## config.mk

```make
export PLATFORM = sky130hd
export DESIGN_NAME = mod_addsub_seq
export DESIGN_NICKNAME = d
export VERILOG_FILES = /design/src/rtl/mod_addsub_seq.sv
export SDC_FILE = /design/constraint.sdc
export NUM_CORES = 2
export LEC_CHECK = 0
export ABC_AREA = 1
export ABC_CLOCK_PERIOD_IN_PS = 58600
export BUFFER_PORTS_ARGS = -buffer_cell sky130_fd_sc_hd__buf_2
export CAP_MARGIN = 10
export CORE_MARGIN = 10
export CORE_UTILIZATION = 53
export DETAILED_ROUTE_END_ITERATION = 10
export GPL_TIMING_DRIVEN = 0
export PLACE_DENSITY = 0.74
export SYNTH_ARGS = -nofsm -noshare
export SYNTH_HDL_FRONTEND = slang
export SYNTH_SLANG_ARGS = --single-unit
```

## constraint.sdc

```tcl
create_clock -name clk -period 58.6 [get_ports clk]
set_input_delay 5.86 -clock clk [delete_from_list [all_inputs] [get_ports clk]]
set_output_delay 5.86 -clock clk [all_outputs]
set_load 0.05 [all_outputs]
```

## src/rtl/mod_addsub_seq.sv

```systemverilog
// Sequenced modular adder/subtractor r = (a +/- b) mod p over a shared CW-bit adder cell.
// Pass 1 forms a +/- b, pass 2 forms the modulus correction; the result is selected from the two carries.
module mod_addsub_seq #(
    parameter int N  = 256,
    parameter int CW = 64
) (
    input  logic         clk,
    input  logic         rst,
    input  logic         start,
    input  logic         op,
    input  logic [N-1:0] a,
    input  logic [N-1:0] b,
    input  logic [N-1:0] p,
    output logic         busy,
    output logic         done,
    output logic [N-1:0] r
);

    localparam int CHUNKS = N / CW;
    localparam int CNTW   = (CHUNKS > 1) ? $clog2(CHUNKS) : 1;

    typedef enum logic [1:0] {IDLE, PASS1, PASS2, DONE} state_t;

    state_t          state, state_nx;
    logic [CNTW-1:0] cnt;
    logic            last;
    logic            accept;
    logic            opr, carry, c1, c2;
    logic [N-1:0]    sa, sb, sp, t, u;
    logic [CW-1:0]   x, y;
    logic            cin;
    logic [CW:0]     sum;
    logic [N-1:0]    sum_top, t_shift, t_rot, u_next, r_sel;

    assign last   = (cnt == CNTW'(CHUNKS - 1));
    assign accept = start && (state == IDLE || state == DONE);
    assign busy   = (state == PASS1) || (state == PASS2);
    assign done   = (state == DONE);

    // Shared adder cell: pass 1 consumes a/b, pass 2 consumes t/p.
    always_comb begin
        x   = sa[CW-1:0];
        y   = opr ? ~sb[CW-1:0] : sb[CW-1:0];
        cin = (cnt == '0) ? opr : carry;
        if (state == PASS2) begin
            x   = t[CW-1:0];
            y   = opr ? sp[CW-1:0] : ~sp[CW-1:0];
            cin = (cnt == '0) ? ~opr : carry;
        end
    end

    assign sum     = {1'b0, x} + {1'b0, y} + {{CW{1'b0}}, cin};
    assign c2      = sum[CW];
    assign sum_top = N'(sum[CW-1:0]) << (N - CW);
    assign t_shift = (t >> CW) | sum_top;
    // t is rotated during pass 2 so it is whole again when the result is selected.
    assign t_rot   = (t >> CW) | (N'(t[CW-1:0]) << (N - CW));
    assign u_next  = (u >> CW) | sum_top;

    always_comb begin
        r_sel = t_rot;
        if (opr) begin
            if (!c1)
                r_sel = u_next;
        end else if (c1 || c2) begin
            r_sel = u_next;
        end
    end

    always_ff @(posedge clk or posedge rst) begin
        if (rst)
            state <= IDLE;
        else
            state <= state_nx;
    end

    always_comb begin
        state_nx = state;
        case (state)
            IDLE:    if (start) state_nx = PASS1;
            PASS1:   if (last) state_nx = PASS2;
            PASS2:   if (last) state_nx = DONE;
            DONE:    state_nx = start ? PASS1 : IDLE;
            default: state_nx = IDLE;
        endcase
    end

    always_ff @(posedge clk or posedge rst) begin
        if (rst) begin
            cnt   <= '0;
            opr   <= 1'b0;
            carry <= 1'b0;
            c1    <= 1'b0;
            sa    <= '0;
            sb    <= '0;
            sp    <= '0;
            t     <= '0;
            u     <= '0;
            r     <= '0;
        end else if (accept) begin
            opr   <= op;
            sa    <= a;
            sb    <= b;
            sp    <= p;
            cnt   <= '0;
            carry <= 1'b0;
        end else begin
            case (state)
                PASS1: begin
                    sa    <= sa >> CW;
                    sb    <= sb >> CW;
                    t     <= t_shift;
                    carry <= sum[CW];
                    cnt   <= last ? '0 : cnt + 1'b1;
                    if (last)
                        c1 <= sum[CW];
                end
                PASS2: begin
                    sp    <= sp >> CW;
                    t     <= t_rot;
                    u     <= u_next;
                    carry <= sum[CW];
                    cnt   <= last ? '0 : cnt + 1'b1;
                    if (last)
                        r <= r_sel;
                end
                default: ;
            endcase
        end
    end

endmodule

```

==> impl_metrics.yaml <==
cts:
  htreeDepth: 4
  clockRootBuffer: "clkbuf_16"
  cts_tree: "built"
  clock_sinks: 1479
  cts_buffers: 160
  clk_latency_ns: 0.82
  cts.reportedPaths.clkPinSlew_ns: 0.06
  cts_setup_buffers: 0
  clockBufferDepth: 3
  cts_resized: 0
  postCtsHoldBufs: 0
placement:
  numPortBuffers: 1029
  preCtsSetupSlack_ns: 48.92
  placed_area_um2: 84600
  hpwl_mm: 294
  gp_congestion: 1.06
die:
  die_w_um: 400
  num_io_pins: 1030
  fp.dieH_um: 400
  die-area_um2: 160000
  num_rows: 139
  initial_utilization: 0.533
  coreArea_um2: 144000
route:
  avgViaCountPerCell: 5.90
  drtPass1Iterations: 10
  ant_nets: 0
  drt_iter0_markers: 10400
  drc_errors: 0
  wl_per_cell_um: 26.8
  wirelength_mm: 362
  num_vias: 79700
setup_path:
  worstRegToRegCells: 23
  reg2reg_slack_ns: 51.07
  path_max_fanout: 10
  worstSetupEndpointType: "flop"
  startpoint: "start"
  cp.required_ns: 59.33
  r2r-start: "state[0]"
  r2r_end: "r[125]"
  crit_arrival_ns: 9.68
  critical_path_class: "input pin to flop"
  critPathLaunchType: "input pin"
synth:
  synth-edff-count: 0
  netlist_instances: 10200
  async_reset_ff_frac: 1.00
  synth_ff_type: "dfrtp_1"
  ys_ff_latch: 1479
  yosysTopAreaCell: "dfrtp_1"
  synth_top_area_share: 0.483
  synth_area_leaders: "dfrtp_1, nand2_1, o21ai_0, inv_1, a21oi_1"
  avgSynthCellArea_um2: 7.50
  yosysWarnings: 0
  seq_area_frac_synth: 0.483
  syn_area_um2: 76600
  yosys.cell_types.count: 42
  syn-num-nets: 11100
grt:
  grt-ovfl-total: 0
  antenna_found_initial: 101
  track_usage: 0.434
  grt_pass1_vias: 76800
  grt_pass1_wl_mm: 518
  grt_max_degree: 130
timing:
  tightest_slew_ns: 1.49
  slew_viol_final: 0
  rsz0062_at_grt: "no"
  period_share: 0.153
  slew_headroom: 0.00915
  finalHoldViolations: 0
  period_minus_slack_ns: 8.95
  setup_viol: 0
  setup_ws_ns: 49.65
  finClkSkew_ns: 0.0449
  max_freq_mhz: 112
min_path:
  hp-start: "r[220]"
  hold-path-endpoint: "r[220]"
  whs_path_depth: 2
  hp-class: "flop to flop"
finish:
  final_nets: 12300
  regArea_um2: 37000
  stdcell_area_um2: 90200
  multiInputGateArea_um2: 32300
  areaGrowthSynthToFinish_pct: 17.7
  fillCellCount: 13100
  drive_gt1_frac: 0.132
run_status:
  status: "completed"
job:
  drv_cap: 0
==> sequential cells by signal, summed over array words and instances (netlist names) <==
register,count
c1,1
t,256
cnt,2
opr,1
u,192
sb,256
state,2
carry,1
sa,256
r,256
sp,256
==> worst max-delay path by stage <==
stage,endpoint,slack [ns],cells past startpoint
floorplan,c1,11.02,1
global placement,sa[227],-4.47,2
detailed placement,sa[24],48.92,9
CTS,sa[24],49.73,9
global route,r[57],49.83,9
finish,r[54],49.65,9
==> metrics by stage <==
| stage | util | hold WS, ns | cells | TNS (ns) |
|---|---|---|---|---|
| 2_1_floorplan | - | 0.442 | 10200 | 0 |
| 3_3_place_gp | 0.586 | 0.459 | 13100 | -6190.57 |
| 3_5_place_dp | 0.589 | 0.461 | 13200 | 0 |
| 4_1_cts | 0.627 | 0.477 | 13400 | 0 |
| 5_1_grt | 0.628 | 0.494 | 13500 | 0 |
| 6_report | 0.628 | 0.475 | 13500 | 0 |
==> layout make-up <==
| cell class | count | area share |
|---|---|---|
| clock inverters | 57 | 0.00845 |
| flip-flops and latches | 1479 | 0.410 |
| plain buffers | 678 | 0.0305 |
| multi-input cells | 6827 | 0.358 |
| clock buffers | 230 | 0.0520 |
| diodes | 60 | 0.00166 |
| repair buffers | 1048 | 0.0620 |
| well taps | 1903 | 0.0264 |
| inverters | 1230 | 0.0513 |
==> kinds of logic (layout without fill, tap and decap cells) <==
| group | after synthesis | in the layout | synth area share |
|---|---|---|---|
| and+or+nand+nor | 3866 | 3866 | 0.201 |
| AOI/OAI and AO/OA | 2796 | 2796 | 0.198 |
| buffers and inverters | 1908 | 3243 | 0.0961 |
| DFF | 1479 | 1479 | 0.483 |
| xor gates and xnor gates | 93 | 93 | 0.0106 |
| adders and majority gates | 72 | 72 | 0.0120 |
| other | 0 | 60 | 0 |
==> metal layers <==
| layer | global-route usage | share of wire | vias to the layer above | wire length [um] |
|---|---|---|---|---|
| li1 | - | - | 35400 | - |
| met1 | 0.548 | 0.37 | 38000 | 135000 |
| met2 | 0.661 | 0.43 | 5121 | 157000 |
| met3 | 0.113 | 0.11 | 1160 | 41600 |
| met4 | 0.280 | 0.078 | 46 | 28100 |
| met5 | 0 | 0.00086 | - | 310 |
==> worst max-delay path, stage by stage <==
cell,delay (ns)
buf_2,0.11
inv_1,0.06
nor2_2,0.68
nor3_2,0.38
inv_2,0.51
clkbuf_1,1.07
clkbuf_1,0.67
nor2_1,0.12
a2bb2oi_1,0.19
==> placed cells by master, fill, tap and decap left out, drive strengths merged <==
master	instances
clkinv	38
or2	56
and2	2
o211ai	1
o21ai	1848
ha	70
clkinvlp	6
and3	3
a21boi	3
inv	1230
bufinv	13
buf	1164
a2bb2oi	211
xnor2	27
o21bai	1
nand2	2484
nand3	437
a21oi	669
fa	2
diode	60
nor2	840
dfrtp	1479
nand4	28
clkbuf	792
xor2	66
nor3	13
a22o	1
a31oi	62
nor4	3
==> cell usage after synthesis (all sizes together), types with 3 or more instances <==
library cell,number
nand2,2484
o21ai,1848
nand4,28
a21boi,3
a31oi,62
nor4,3
buf,116
a21oi,669
xnor2,27
a2bb2oi,211
or2,56
inv,1226
and3,3
clkbuf,562
nand3,437
ha,70
nor2,840
xor2,66
nor3,13
clkinv,4
dfrtp,1479
Power is left out: the tool's default activity adds up to more than one toggle a clock period on the data nets, which glitch-free logic cannot reach.
